## src/rtl/uart_tx_arbiter.sv

```systemverilog
// Round-robin arbiter that shares one UART TX line among NUM_REQ byte requesters, one frame per grant.
// Define UART_ARB_PARITY_EN to insert an even-parity bit between the payload and the stop bits.
module uart_tx_arbiter #(
  parameter int NUM_REQ   = 4,
  parameter int DATA_BITS = 8,
  parameter int STOP_BITS = 1
) (
  input  logic                         clk_in,
  input  logic                         nrst_in,
  input  logic                         baudpulse_in,
  input  logic [NUM_REQ-1:0]           req_in,
  input  logic [NUM_REQ*DATA_BITS-1:0] data_in,
  output logic [NUM_REQ-1:0]           gnt_out,
  output logic [$clog2(NUM_REQ)-1:0]   owner_out,
  output logic                         busy_out,
  output logic                         tx_out
);

  localparam int IDX_W = $clog2(NUM_REQ);
  localparam int BIT_W = $clog2(DATA_BITS);
  localparam logic [IDX_W:0]   C_NREQ      = (IDX_W+1)'(NUM_REQ);
  localparam logic [IDX_W-1:0] C_LAST_REQ  = IDX_W'(NUM_REQ-1);
  localparam logic [BIT_W-1:0] C_LAST_BIT  = BIT_W'(DATA_BITS-1);
  localparam logic             C_LAST_STOP = 1'(STOP_BITS-1);

`ifdef UART_ARB_PARITY_EN
  typedef enum logic [2:0] {S_IDLE, S_ALIGN, S_START, S_DATA, S_PARITY, S_STOP} state_t;
`else
  typedef enum logic [2:0] {S_IDLE, S_ALIGN, S_START, S_DATA, S_STOP} state_t;
`endif

  state_t                 r_state, w_state_nxt;
  logic                   r_tx, w_tx_nxt;
  logic                   r_busy, w_busy_nxt;
  logic [NUM_REQ-1:0]     r_gnt, w_gnt_nxt;
  logic [IDX_W-1:0]       r_owner, w_owner_nxt;
  logic [IDX_W-1:0]       r_rr, w_rr_nxt;
  logic [BIT_W-1:0]       r_bit_cnt, w_bit_nxt;
  logic                   r_stop_cnt, w_stop_nxt;
  logic [DATA_BITS-1:0]   r_shift;
  logic                   w_load, w_shift;
  logic                   w_found;
  logic [IDX_W-1:0]       w_winner;
  logic [IDX_W:0]         w_cand;
  logic [DATA_BITS-1:0]   w_byte;
`ifdef UART_ARB_PARITY_EN
  logic                   r_par;
`endif

  // Search from the rr pointer downwards in priority; scanning backwards lets the nearest hit win.
  always_comb begin
    w_found  = 1'b0;
    w_winner = '0;
    w_cand   = '0;
    for (int k = NUM_REQ-1; k >= 0; k--) begin
      w_cand = (IDX_W+1)'(r_rr) + (IDX_W+1)'(k);
      if (w_cand >= C_NREQ) w_cand = w_cand - C_NREQ;
      if (req_in[w_cand[IDX_W-1:0]]) begin
        w_found  = 1'b1;
        w_winner = w_cand[IDX_W-1:0];
      end
    end
  end

  assign w_byte = data_in[w_winner*DATA_BITS +: DATA_BITS];

  always_comb begin
    w_state_nxt = r_state;
    w_tx_nxt    = r_tx;
    w_busy_nxt  = r_busy;
    w_gnt_nxt   = '0;
    w_owner_nxt = r_owner;
    w_rr_nxt    = r_rr;
    w_bit_nxt   = r_bit_cnt;
    w_stop_nxt  = r_stop_cnt;
    w_load      = 1'b0;
    w_shift     = 1'b0;
    unique case (r_state)
      S_IDLE: begin
        if (w_found) begin
          w_gnt_nxt[w_winner] = 1'b1;
          w_owner_nxt         = w_winner;
          w_busy_nxt          = 1'b1;
          w_load              = 1'b1;
          w_rr_nxt            = (w_winner == C_LAST_REQ) ? '0 : w_winner + 1'b1;
          w_state_nxt         = S_ALIGN;
        end
      end
      // The grant edge is spent in IDLE, so a pulse coinciding with it never reaches here.
      S_ALIGN: begin
        if (baudpulse_in) begin
          w_tx_nxt    = 1'b0;
          w_state_nxt = S_START;
        end
      end
      S_START: begin
        if (baudpulse_in) begin
          w_tx_nxt    = r_shift[0];
          w_shift     = 1'b1;
          w_bit_nxt   = '0;
          w_state_nxt = S_DATA;
        end
      end
      S_DATA: begin
        if (baudpulse_in) begin
          if (r_bit_cnt == C_LAST_BIT) begin
`ifdef UART_ARB_PARITY_EN
            w_tx_nxt    = r_par;
            w_state_nxt = S_PARITY;
`else
            w_tx_nxt    = 1'b1;
            w_stop_nxt  = 1'b0;
            w_state_nxt = S_STOP;
`endif
          end else begin
            w_tx_nxt  = r_shift[0];
            w_shift   = 1'b1;
            w_bit_nxt = r_bit_cnt + 1'b1;
          end
        end
      end
`ifdef UART_ARB_PARITY_EN
      S_PARITY: begin
        if (baudpulse_in) begin
          w_tx_nxt    = 1'b1;
          w_stop_nxt  = 1'b0;
          w_state_nxt = S_STOP;
        end
      end
`endif
      S_STOP: begin
        if (baudpulse_in) begin
          if (r_stop_cnt == C_LAST_STOP) begin
            w_busy_nxt  = 1'b0;
            w_state_nxt = S_IDLE;
          end else begin
            w_stop_nxt = r_stop_cnt + 1'b1;
          end
        end
      end
      default: w_state_nxt = S_IDLE;
    endcase
  end

  always_ff @(posedge clk_in or negedge nrst_in) begin
    if (!nrst_in) begin
      r_state    <= S_IDLE;
      r_tx       <= 1'b1;
      r_busy     <= 1'b0;
      r_gnt      <= '0;
      r_owner    <= '0;
      r_rr       <= '0;
      r_bit_cnt  <= '0;
      r_stop_cnt <= 1'b0;
    end else begin
      r_state    <= w_state_nxt;
      r_tx       <= w_tx_nxt;
      r_busy     <= w_busy_nxt;
      r_gnt      <= w_gnt_nxt;
      r_owner    <= w_owner_nxt;
      r_rr       <= w_rr_nxt;
      r_bit_cnt  <= w_bit_nxt;
      r_stop_cnt <= w_stop_nxt;
    end
  end

  // Payload path carries no reset; it is always loaded before it is shifted out.
  always_ff @(posedge clk_in) begin
    if (w_load) begin
      r_shift <= w_byte;
    end else if (w_shift) begin
      r_shift <= r_shift >> 1;
    end
  end

`ifdef UART_ARB_PARITY_EN
  always_ff @(posedge clk_in) begin
    if (w_load) r_par <= ^w_byte;
  end
`endif

  assign tx_out    = r_tx;
  assign busy_out  = r_busy;
  assign gnt_out   = r_gnt;
  assign owner_out = r_owner;

endmodule
```

## config.mk

```make
export PLATFORM = sky130hd
export DESIGN_NAME = uart_tx_arbiter
export DESIGN_NICKNAME = d
export VERILOG_FILES = /design/src/rtl/uart_tx_arbiter.sv
export SDC_FILE = /design/constraint.sdc
export NUM_CORES = 1
export LEC_CHECK = 0
export ABC_AREA = 0
export ABC_CLOCK_PERIOD_IN_PS = 2700
export BUFFER_PORTS_ARGS = -buffer_cell sky130_fd_sc_hd__buf_2
export CAP_MARGIN = 15
export CELL_PAD_IN_SITES_DETAIL_PLACEMENT = 2
export CELL_PAD_IN_SITES_GLOBAL_PLACEMENT = 2
export CORE_ASPECT_RATIO = 1.1
export CORE_MARGIN = 2
export CORE_UTILIZATION = 30
export DETAILED_ROUTE_END_ITERATION = 12
export MAX_ROUTING_LAYER = met4
export PLACE_DENSITY_LB_ADDON = 0.1
export RECOVER_POWER = 25
export SYNTH_ARGS = -nofsm -noshare
export SYNTH_HDL_FRONTEND = slang
export SYNTH_SLANG_ARGS = --single-unit
```

## constraint.sdc

```tcl
create_clock -name clk_in -period 2.7 [get_ports clk_in]
set_input_delay 0.27 -clock clk_in [delete_from_list [all_inputs] [get_ports clk_in]]
set_output_delay 0.27 -clock clk_in [all_outputs]
set_load 0.03 [all_outputs]
```

# Yosys cells after proc, flatten, opt, wreduce, memory -nomap -nowiden
# Index checks and enable logic that the tools add are counted.
[totals] reg_bits=25 latchBits=0 mem_bits_rw=0 romBits=0 input_bits=39 output_inout_bits=8 wordCells=116 mem_count=0
[classes] add_sub_neg=10 n_mul=0 div_mod_pow=0 magnitude_cmp=10 eq_ne=14 shifts=1 n_mux=59 n_bitwise=0 n_reduce_logical=13
[op_table] op="32-bit by 6-bit variable part select with 8-bit output" count=1
[op_table] op="3-bit two-way mux" count=10
[op_table] op="1-bit two-way mux" count=25
[op_table] op="2-bit two-way mux" count=9
[op_table] op="8-bit two-way mux" count=2
[op_table] op="2-bit != test, second input constant" count=8
[op_table] op="4-bit AND reduction" count=4
[op_table] op="2-bit by 3-bit less-than comparator with 1-bit output, second input constant" count=5
[op_table] op="3-bit case mux with 5 select lines" count=1
[op_table] op="3-bit greater-or-equal comparator, second input constant" count=3
[op_table] op="1-bit binary-select mux with 2-bit select" count=4
[op_table] op="4-bit two-way mux" count=2
[op_table] op="2-bit nonzero test" count=4
[op_table] op="2-bit by 1-bit subtractor with 2-bit output, second input constant" count=4
[op_table] op="7-bit AND reduction" count=1
[op_table] op="2-bit by 2-bit adder with 3-bit output, second input constant" count=2
[op_table] op="3-bit by 2-bit equality test with 1-bit output, second input constant" count=2
[op_table] op="3-bit equality test, second input constant" count=2
[op_table] op="1-bit case mux with 2 select lines" count=3
[op_table] op="3-bit case mux with 2 select lines" count=1
[op_table] op="2-bit by 1-bit adder with 3-bit output, second input constant" count=1
[op_table] op="3-bit by 1-bit adder with 3-bit output, second input constant" count=1
[op_table] op="3-bit by 1-bit equality test with 1-bit output, second input constant" count=1
[op_table] op="2-bit by 3-bit greater-or-equal comparator with 1-bit output, second input constant" count=1
[op_table] op="other kinds (10)" count=10

# Logic depth before layout (Yosys ltp)
# Gate-level depths: netlist (run 1).
[depth] depth_word=15 ltp_mapped=8 ltp_nobuf=6

# Least setup slack after synthesis (run 1)
# No wires, ideal clock.
[synth_path] path_type="reg-to-reg" from="reg r_bit_cnt[0]" to="reg r_shift[0], enable pin" setup_ns=0.384 arrival_ns=1.612 required_ns=2.316 path_slack_ns=0.704 stages_incl_launch_ff=5 path_buffers=0 period_less_slack_ns=1.996 path_cell_list="dfrtp_1 -> ha_1 -> ha_1 -> and2_1 -> o21ai_0"
[synth_between] elab_chain_len=5
[synth_lines] element="start: declaration" line_no="38" source="logic [BIT_W-1:0] r_bit_cnt, w_bit_nxt;"
[synth_lines] element="start signal: assignment" line_no="162" source="r_bit_cnt <= w_bit_nxt;"
[synth_lines] element="3-bit equality test" line_no="106" source="if (r_bit_cnt == C_LAST_BIT) begin"
[synth_lines] element="1-bit two-way mux" line_no="106"
[synth_lines] element="1-bit two-way mux" line_no="105" source="if (baudpulse_in) begin"
[synth_lines] element="1-bit case mux with 2 select lines" line_no="78" source="unique case (r_state)"
[synth_lines] element="2-bit nonzero test (no source line)"
[synth_lines] element="end signal: assignment" line_no="170" source="r_shift <= w_byte;"
[synth_lines] element="end signal: assignment" line_no="172" source="r_shift <= r_shift >> 1;"
[synth_lines] element="end: declaration" line_no="40" source="logic [DATA_BITS-1:0] r_shift;"
# No other way between the ends.
# A chain may end at the register's enable or synchronous reset.

# Worst setup path after layout (run 1)
[layout_path] from="reg r_rr[1]" to="reg r_shift[0], data pin"
[layout_between] elab_chain_len=12 elab_cells_between_ends=35 classes_between="add/sub (7); order compare (4); shift (1); mux (23)"
[layout_lines] element="start: declaration" line_no="37" source="logic [IDX_W-1:0] r_rr, w_rr_nxt;"
[layout_lines] element="start signal: assignment" line_no="161" source="r_rr <= w_rr_nxt;"
[layout_lines] element="parallel branches: the longest is 11 deep, another holds 2-bit by 2-bit adder with 3-bit output"
[layout_lines] element="8-bit two-way mux (*)" line_no="169" source="if (w_load) begin"
# Mark *: on every way between the ends. The select of a mux whose other input is x is not followed.

==> impl_metrics.toml, run 1 <==
[sta]
timing.hold.ws_ns = 0.280
finalCriticalPeriod_ns = 2.08
timing.setup.tns_ns = 0
clock.fmax_mhz = 480
setup_viol = 0
slew_headroom_pct = 41.1
rsz0062_at_grt = "false"
drv_slew = 0
setup_ws_ns = 0.616
skew_ns = 0.00261
tightestPinTransition_ns = 0.883
hold_violations = 0
min_period_over_period_pct = 77.2

[clock_network]
clock_latency_ns = 0.26
cts_buffer_depth = 2
cts_tree = "done"
holdBufCountCts = 1
numCtsBuffers = 3
clk_pin_slew_ns = 0.08
h-tree-depth = 1
root_buffer = "clkbuf_8"
cts.sink_count = 24
post_cts_buffers = 0
cts_resized = 0

[worst_setup_path]
critical_path_class = "flop to flop"
arrival_ns = 2.09
cp_data_required_time_ns = 2.71
worstPathCellList = "and2_1, o211a_1, nor2_1, buf_4, a211o_1, o211ai_1"
critPathLaunchType = "flop"
reg2regPathDepth = 6
crit_fanout = 8
crit_path_top_delay_cell = "dfrtp_1"
worstSetupEndpointType = "flop"
slowest_delay_ns = 0.50

[place]
pre_cts_ws_ns = 0.475
dpl.hpwl_um = 3290
gp_congestion = 0.705
dp_cells = 251
port_buffers = 46

[route]
avgRoutedWirePerCell_um = 16.1
postRouteAntennaNets = 0
drt_wl_total_um = 4140
via_per_inst = 5.16
route.detailed.drc = 0
first_pass_iters = 2
vias = 1327
first_iter_violations = 13

[global_route]
grt_pass1_vias = 1492
antenna_found_initial = 0
grt_pass1_wl_um = 6970
grt_max_degree = 19
grt.total_usage_pct = 16.4
globalRouteOverflowTotal = 0

[yosys]
synth-edff-count = 8
synth_warnings = 0
synth.top_cells.by_area = "dfrtp_1, edfxtp_1, mux2i_1"
ys_seq_area_share_pct = 42.9
ys_types = 40
synth_ff_type = "dfrtp_1"
syn-cell-area_mm2 = 0.00150
synth_seq_cells = 24
synth_nets = 196
synth.largest_area_cell = "dfrtp_1"
yosysTopAreaCellShare_pct = 25.1
avgSynthCellArea_um2 = 9.78
postSynthCellCount = 153
synthArstFlopShare_pct = 66.7

[finish]
area_growth_pct = 23.1
final_cell_mix = "buf_2, nand2_1, dfrtp_1"
antenna_cells = 0
drive_gt1_share_pct = 32.8
finalNetCount = 245
final_cells = 257
final_common_cell = "buf_2"

[die]
rows = 26
die_area_mm2 = 0.00557
dieHeight_um = 78.1
coreArea_mm2 = 0.00472
die_w_um = 71.3
boundaryPins = 47
start_util_pct = 31.7

[pwr]
p_comb_share_pct = 42.7
switching_share_pct = 39.6
finalPower_uw = 1480
power_per_cell_area_mw_per_mm2 = 804
power.internal_uw = 894
ir_worst_vdd_v = 0.000218
clock_power_share_pct = 14.6
cellLeakagePower_uw = 0.000865
p_switching_uw = 587
pwr-share-seq_pct = 42.6

[job]
maxCapViolations = 0

[min_path]
min_path_cells = 2
hold_class = "input pin to flop"

[status]
status = "finished clean"
[cells in the mapped netlist (3+ instances only)]
| library cell | count |
|---|---|
| dfrtp_1 | 15 |
| nor2_1 | 9 |
| nand3_1 | 11 |
| o211ai_1 | 8 |
| a22o_1 | 4 |
| mux2i_1 | 8 |
| a211o_1 | 7 |
| ha_1 | 4 |
| nand2b_1 | 6 |
| buf_2 | 4 |
| nand2_1 | 20 |
| and2_1 | 4 |
| inv_1 | 3 |
| o21ai_0 | 12 |
| edfxtp_1 | 8 |
[kinds of logic (layout without fill, tap and decap cells)]
group / count (synthesis) / after routing / share of synthesized area [%]
AND/OR/NAND/NOR: 60 / 60 / 20.4
AO/OA/AOI/OAI: 43 / 43 / 21.7
flip-flops: 24 / 24 / 42.9
buffers and inverters: 12 / 60 / 4.60
multiplexers: 10 / 10 / 7.02
adder cells (fa/ha/maj): 4 / 4 / 3.34
[cell type report]
class | count | area (um^2)
repair buffers | 52 | 277
flip-flops and latches | 24 | 642
fillers | 515 | 2880
clock buffers | 4 | 45.0
inverters | 4 | 22.5
multi-input cells | 117 | 786
well taps | 56 | 70.1
[sequential cells by signal, summed over array words and instances, names as in the netlist]
register / count
busy_out: 1
gnt_out: 4
owner_out: 2
r_bit_cnt: 3
r_rr: 2
r_shift: 8
r_state: 3
tx_out: 1
[worst max-delay path: cells and delay by family, from the launching register on]
| kind | cells | cell delay, ns |
|---|---|---|
| compound gates | 3 | 0.50 |
| buf+inv | 1 | 0.24 |
| flops | 1 | 0.50 |
| simple gates | 2 | 0.59 |
[power groups by stage]
stage | combinational, uW | clock [uW] | sequential (uW)
finish | 632 | 217 | 631
global route | 715 | 245 | 654
detailed placement | 637 | 0 | 642
CTS | 641 | 229 | 635
global placement | 605 | 0 | 633
floorplan | 464 | 0 | 631
[final timing paths]
kind | startpoint | end | slack, ns
worst max-delay path | r_rr[1]$_DFFE_PN0P_ | r_shift[0]$_DFFE_PP_ | 0.62
worst min-delay path | baudpulse_in | r_state[0]$_DFFE_PN0P_ | 0.28
worst max register to register | r_rr[1]$_DFFE_PN0P_ | r_shift[0]$_DFFE_PP_ | 0.62
worst min register to register | owner_out[0]$_DFFE_PN0P_ | owner_out[0]$_DFFE_PN0P_ | 0.49
max in group asynchronous | nrst_in | r_bit_cnt[1]$_DFFE_PN0P_ | 1.53
min in group asynchronous | nrst_in | busy_out$_DFFE_PN0P_ | 0.63
[through the flow]
step / util [%] / instance area, um^2
6_report: 39.0 / 1840
5_1_grt: 39.0 / 1840
4_1_cts: 38.9 / 1840
3_5_place_dp: 37.7 / 1780
3_3_place_gp: 37.7 / 1780
2_1_floorplan: - / 1500
[layer usage]
layer,up-vias,GRT usage (%),part of all wire [%]
met5,-,-,0
met4,0,6.60,1.6
met3,4,1.67,2.3
met2,32,28.2,51
met1,632,19.4,45
li1,659,-,-
(Power assumes the default switching activity.)
==> run 2, diff against run 1 <==
--- a/config.mk
+++ b/config.mk
@@ -6,14 +6,14 @@
 export NUM_CORES = 1
 export LEC_CHECK = 0
 export ABC_AREA = 0
-export ABC_CLOCK_PERIOD_IN_PS = 2700
+export ABC_CLOCK_PERIOD_IN_PS = 1840
 export BUFFER_PORTS_ARGS = -buffer_cell sky130_fd_sc_hd__buf_2
 export CAP_MARGIN = 15
 export CELL_PAD_IN_SITES_DETAIL_PLACEMENT = 2
 export CELL_PAD_IN_SITES_GLOBAL_PLACEMENT = 2
 export CORE_ASPECT_RATIO = 1.1
 export CORE_MARGIN = 2
-export CORE_UTILIZATION = 30
+export CORE_UTILIZATION = 27
 export DETAILED_ROUTE_END_ITERATION = 12
 export MAX_ROUTING_LAYER = met4
 export PLACE_DENSITY_LB_ADDON = 0.1
==> constraint.sdc (replaced) <==
create_clock -name clk_in -period 1.84 [get_ports clk_in]
set_input_delay 0.184 -clock clk_in [delete_from_list [all_inputs] [get_ports clk_in]]
set_output_delay 0.184 -clock clk_in [all_outputs]
set_load 0.03 [all_outputs]
==> run 2 against run 1 <==
Wire length up 5.4%. Sequential share of layout area decreased by 2.9 points. Critical endpoint is now r_shift[1]$_DFFE_PP_. Non-clock buffer count increased by 11. Core utilization is 1.5 points lower. Via count increased by 5.0%.
==> impl_metrics.toml, run 2 (synthesis results as in run 1) <==
[place]
dpl.hpwl_um = 3620
port_buffers = 46
placed_area_mm2 = 0.00189
gp_congestion = 0.733
pre_cts_ws_ns = -0.0477

[worst_setup_path]
critPathLaunchType = "flop"
critical_path_class = "flop to flop"
crit_path_top_delay_cell = "dfrtp_2"
worstSetupEndpointType = "flop"
cp_data_required_time_ns = 1.95
worstPathCellList = "a21boi_2, a2bb2oi_2, nand3_1, a211o_1, o211ai_1"
arrival_ns = 1.85
slowest_delay_ns = 0.47
crit_fanout = 7

[finish]
design_area_mm2 = 0.00201
fill_cells = 617
final_cell_mix = "buf_2, nand2_1, buf_4"
seq_area_um2 = 643
top_register = "r_shift"
final_common_cell = "buf_2"
finalNetCount = 256
drive_gt1_share_pct = 39.2
fin_util_pct = 37.5
multi_input_area_um2 = 837
largest_reg_flops = 8
antenna_cells = 0
area_growth_pct = 34.4

[route]
first_pass_iters = 4
via_per_inst = 4.85
drt_wl_total_um = 4360
vias = 1393
first_iter_violations = 21
avgRoutedWirePerCell_um = 15.2
postRouteAntennaNets = 0
route.detailed.drc = 0

[global_route]
globalRouteOverflowTotal = 0
antenna_found_initial = 0
grt.total_usage_pct = 16.0
grt_pass1_vias = 1471
grt_max_degree = 17
grt_pass1_wl_um = 7270

[die]
rows = 28
coreArea_mm2 = 0.00536
dieHeight_um = 82.1
die_area_mm2 = 0.00615
start_util_pct = 27.9
boundaryPins = 47
die_w_um = 75.0

[sta]
drv_slew = 0
finalCriticalPeriod_ns = 1.74
setup_viol = 0
slew_headroom_pct = 38.9
min_period_over_period_pct = 94.6
setup_ws_ns = 0.0996
clock.fmax_mhz = 575
hold_violations = 0
timing.hold.ws_ns = 0.191
skew_ns = 0.00121
tightestPinTransition_ns = 0.917

[clock_network]
clock_latency_ns = 0.27
numCtsBuffers = 3
cts.sink_count = 24
root_buffer = "clkbuf_8"
cts_buffer_depth = 2
h-tree-depth = 1
clk_pin_slew_ns = 0.09
cts_tree = "done"

[pwr]
power_per_cell_area_mw_per_mm2 = 1200
ir_worst_vdd_v = 0.000452
cellLeakagePower_uw = 0.000930

[status]
status = "finished clean"

[min_path]
hold_class = "input pin to flop"

[job]
maxCapViolations = 0
-- run 2: worst max-delay path: cells and delay by family (launching register included) --
| kind | cells | cell delay (ns) |
|---|---|---|
| and+or+nand+nor | 1 | 0.13 |
| AOI/OAI and AO/OA | 4 | 0.97 |
| DFF | 1 | 0.47 |
-- run 2: repair_timing --
item	CTS	global route
endpoints found under the setup margin	7	8
endpoints found under the hold margin	15	0
setup buffers	0	1
pin swaps	0	1
hold buffers	1	0
resized for setup	3	7
-- run 2: power breakdown --
group | total (uW) | leakage, uW | switching (uW) | internal (uW)
registers | 902 | 0.000271 | 136 | 766
logic | 1140 | 0.000630 | 633 | 507
clock network | 368 | 0.0000288 | 176 | 191
-- run 2: per-layer routing --
layer / share of wire, % / track usage, %
met5: 0 / -
met2: 51 / 27.0
met4: 1.3 / 4.82
met1: 45 / 20.4
met3: 2.8 / 1.10
-- run 2: path summary, 6_finish.rpt --
check	from	to	slack [ns]	cells past startpoint
max in group asynchronous	nrst_in	r_rr[1]$_DFFE_PN0P_	0.66	2
worst min register to register	owner_out[0]$_DFFE_PN0P_	owner_out[0]$_DFFE_PN0P_	0.49	2
worst min-delay path	baudpulse_in	r_state[0]$_DFFE_PN0P_	0.19	2
min in group asynchronous	nrst_in	busy_out$_DFFE_PN0P_	0.56	2
worst max-delay path	r_rr[1]$_DFFE_PN0P_	r_shift[1]$_DFFE_PP_	0.1	5
worst max register to register	r_rr[1]$_DFFE_PN0P_	r_shift[1]$_DFFE_PP_	0.1	5
-- run 2: layout make-up --
type / instances / share of cell area, %
multi-input combinational: 117 / 41.6
inverter: 4 / 1.12
clock buffer: 4 / 2.74
tap: 75 / 4.67
sequential: 24 / 32.0
timing repair buffer: 63 / 17.9
-- run 2: per-stage QoR --
| step | TNS (ns) | std cells | total power, uW |
|---|---|---|---|
| global placement | 0 | 281 | 1940 |
| floorplan | 0 | 153 | 1610 |
| finish | 0 | 287 | 2410 |
| global route | -0.0193 | 287 | 2610 |
| CTS | 0 | 286 | 2390 |
| detailed placement | -0.208 | 281 | 2000 |
==> run 3, diff against run 2 <==
--- a/config.mk
+++ b/config.mk
@@ -6,14 +6,14 @@
 export NUM_CORES = 1
 export LEC_CHECK = 0
 export ABC_AREA = 0
-export ABC_CLOCK_PERIOD_IN_PS = 1840
+export ABC_CLOCK_PERIOD_IN_PS = 2200
 export BUFFER_PORTS_ARGS = -buffer_cell sky130_fd_sc_hd__buf_2
 export CAP_MARGIN = 15
 export CELL_PAD_IN_SITES_DETAIL_PLACEMENT = 2
 export CELL_PAD_IN_SITES_GLOBAL_PLACEMENT = 2
 export CORE_ASPECT_RATIO = 1.1
 export CORE_MARGIN = 2
-export CORE_UTILIZATION = 27
+export CORE_UTILIZATION = 32
 export DETAILED_ROUTE_END_ITERATION = 12
 export MAX_ROUTING_LAYER = met4
 export PLACE_DENSITY_LB_ADDON = 0.1
==> constraint.sdc (replaced) <==
create_clock -name clk_in -period 2.2 [get_ports clk_in]
set_input_delay 0.22 -clock clk_in [delete_from_list [all_inputs] [get_ports clk_in]]
set_output_delay 0.22 -clock clk_in [all_outputs]
set_load 0.03 [all_outputs]
==> run 3 against run 2 <==
Cell area fell by 8.8%. Register-to-register slack better by 0.08 ns. Fmax down 14%. Die area fell by 15%. Clock power is 28% lower. Critical path type unchanged. Cell count decreased by 11%. Critical path depth increased by 1. Wire length increased by 2.9%. Largest power group unchanged. Clock-buffer cell count did not move. Highest routed layer unchanged. Core utilization increased by 2.5 points. Total power shrank 23%. Non-clock buffer count fell by 12.
==> impl_metrics.toml, run 3 (synthesis results as in run 1) <==
[die]
die_area_mm2 = 0.00524
start_util_pct = 32.6
boundaryPins = 47
dieHeight_um = 75.7
rows = 26
die_w_um = 69.2
coreArea_mm2 = 0.00459

[route]
first_pass_iters = 4
drt_wl_total_um = 4490
avgRoutedWirePerCell_um = 17.5
vias = 1347
first_iter_violations = 46
via_per_inst = 5.26
route.detailed.drc = 0
postRouteAntennaNets = 0

[clock_network]
clk_pin_slew_ns = 0.08
post_cts_buffers = 0
root_buffer = "clkbuf_8"
cts_buffer_depth = 2
numCtsBuffers = 3
h-tree-depth = 1
cts_tree = "done"
cts.sink_count = 24
clock_latency_ns = 0.26

[min_path]
hold_class = "input pin to flop"

[pwr]
p_comb_share_pct = 44.8
ir_worst_vdd_v = 0.000259
clock_power_share_pct = 14.3
switching_share_pct = 40.5
pwr-share-seq_pct = 41.0
finalPower_uw = 1860
power.internal_uw = 1100
p_switching_uw = 751
cellLeakagePower_uw = 0.000859
power_per_cell_area_mw_per_mm2 = 1010

[worst_setup_path]
arrival_ns = 2.02
critPathLaunchType = "flop"
critical_path_class = "flop to flop"
cp_data_required_time_ns = 2.20
crit_fanout = 9
crit_path_top_delay_cell = "dfrtp_1"
worstPathCellList = "mux2i_2, o2bb2ai_2, nor2_4, inv_8, mux2i_1, o211ai_1"
worstSetupEndpointType = "flop"
slowest_delay_ns = 0.54

[sta]
slew_headroom_pct = 41.4
skew_ns = 0.00575
tightestPinTransition_ns = 0.879
timing.setup.tns_ns = 0
clock.fmax_mhz = 495
setup_viol = 0
min_period_over_period_pct = 91.9
rsz0062_at_grt = "false"
timing.hold.ws_ns = 0.236
hold_violations = 0
finalCriticalPeriod_ns = 2.02
drv_slew = 0

[global_route]
grt_pass1_wl_um = 7420
grt.total_usage_pct = 18.7
globalRouteOverflowTotal = 0
antenna_found_initial = 0
grt_max_degree = 19
grt_pass1_vias = 1498

[finish]
final_common_cell = "buf_2"
final_cell_mix = "buf_2, nand2_1, dfrtp_1"
largest_reg_flops = 8
finalNetCount = 244
top_register = "r_shift"
area_growth_pct = 22.6
final_cells = 256
antenna_cells = 0
design_area_mm2 = 0.00183
drive_gt1_share_pct = 32.5

[place]
gp_congestion = 0.754
placed_area_mm2 = 0.00178
dp_cells = 251
dpl.hpwl_um = 3640
port_buffers = 46

[status]
status = "finished clean"

[job]
maxCapViolations = 0
[run 3: metrics by stage]
stage	util (%)	worst slack, ns
after floorplan	-	0.204
after global placement	38.8	0.296
after detailed placement	38.8	0.195
after CTS	40.0	0.173
after global routing	40.0	0.0627
final	40.0	0.179
[run 3: worst max-delay path, delay by kind of cell, from the launching register on]
| kind | cells | cell delay, ns |
|---|---|---|
| buffers and inverters | 1 | 0.12 |
| DFF | 1 | 0.54 |
| and+or+nand+nor | 1 | 0.12 |
| muxes | 2 | 0.59 |
| AOI/OAI and AO/OA | 2 | 0.36 |
[run 3: path summary, 6_finish.rpt]
check / startpoint / cells after the start / endpoint / slack (ns)
hold reg to reg: tx_out$_DFFE_PN1P_ / 2 / tx_out$_DFFE_PN1P_ / 0.51
setup / recovery: r_rr[1]$_DFFE_PN0P_ / 6 / r_shift[5]$_DFFE_PP_ / 0.18
min in group asynchronous: nrst_in / 2 / r_bit_cnt[1]$_DFFE_PN0P_ / 0.58
setup reg to reg: r_rr[1]$_DFFE_PN0P_ / 6 / r_shift[5]$_DFFE_PP_ / 0.18
max in group asynchronous: nrst_in / 2 / gnt_out[1]$_DFF_PN0_ / 1.08
hold / removal: baudpulse_in / 2 / r_state[0]$_DFFE_PN0P_ / 0.24
[run 3: repair_timing]
item                                   4_1_cts  5_1_grt
hold buffers                                 1        0
endpoints found under the hold margin       15        0
resized for setup                            0        0
setup endpoints to repair                    0        0
[run 3: layout make-up]
class / count / area (um^2)
Multi-Input combinational cell: 117 / 786
Timing Repair Buffer: 51 / 269
Sequential cell: 24 / 642
Clock buffer: 4 / 45.0
Tap cell: 56 / 70.1
Fill cell: 516 / 2750
Inverter: 4 / 22.5
[run 3: routing by layer]
layer	routed length, um	up-vias	track usage, %
met2	2400	24	35.4
met5	0	-	-
met1	1940	666	21.3
met3	85	4	1.72
met4	59	0	5.88
li1	-	653	-
[run 3: power groups by stage]
stage	Combinational [uW]	Sequential (uW)	Clock, uW
finish	830	760	265
global route	930	791	297
CTS	844	765	274
detailed placement	837	773	0
global placement	783	764	0
floorplan	569	775	0
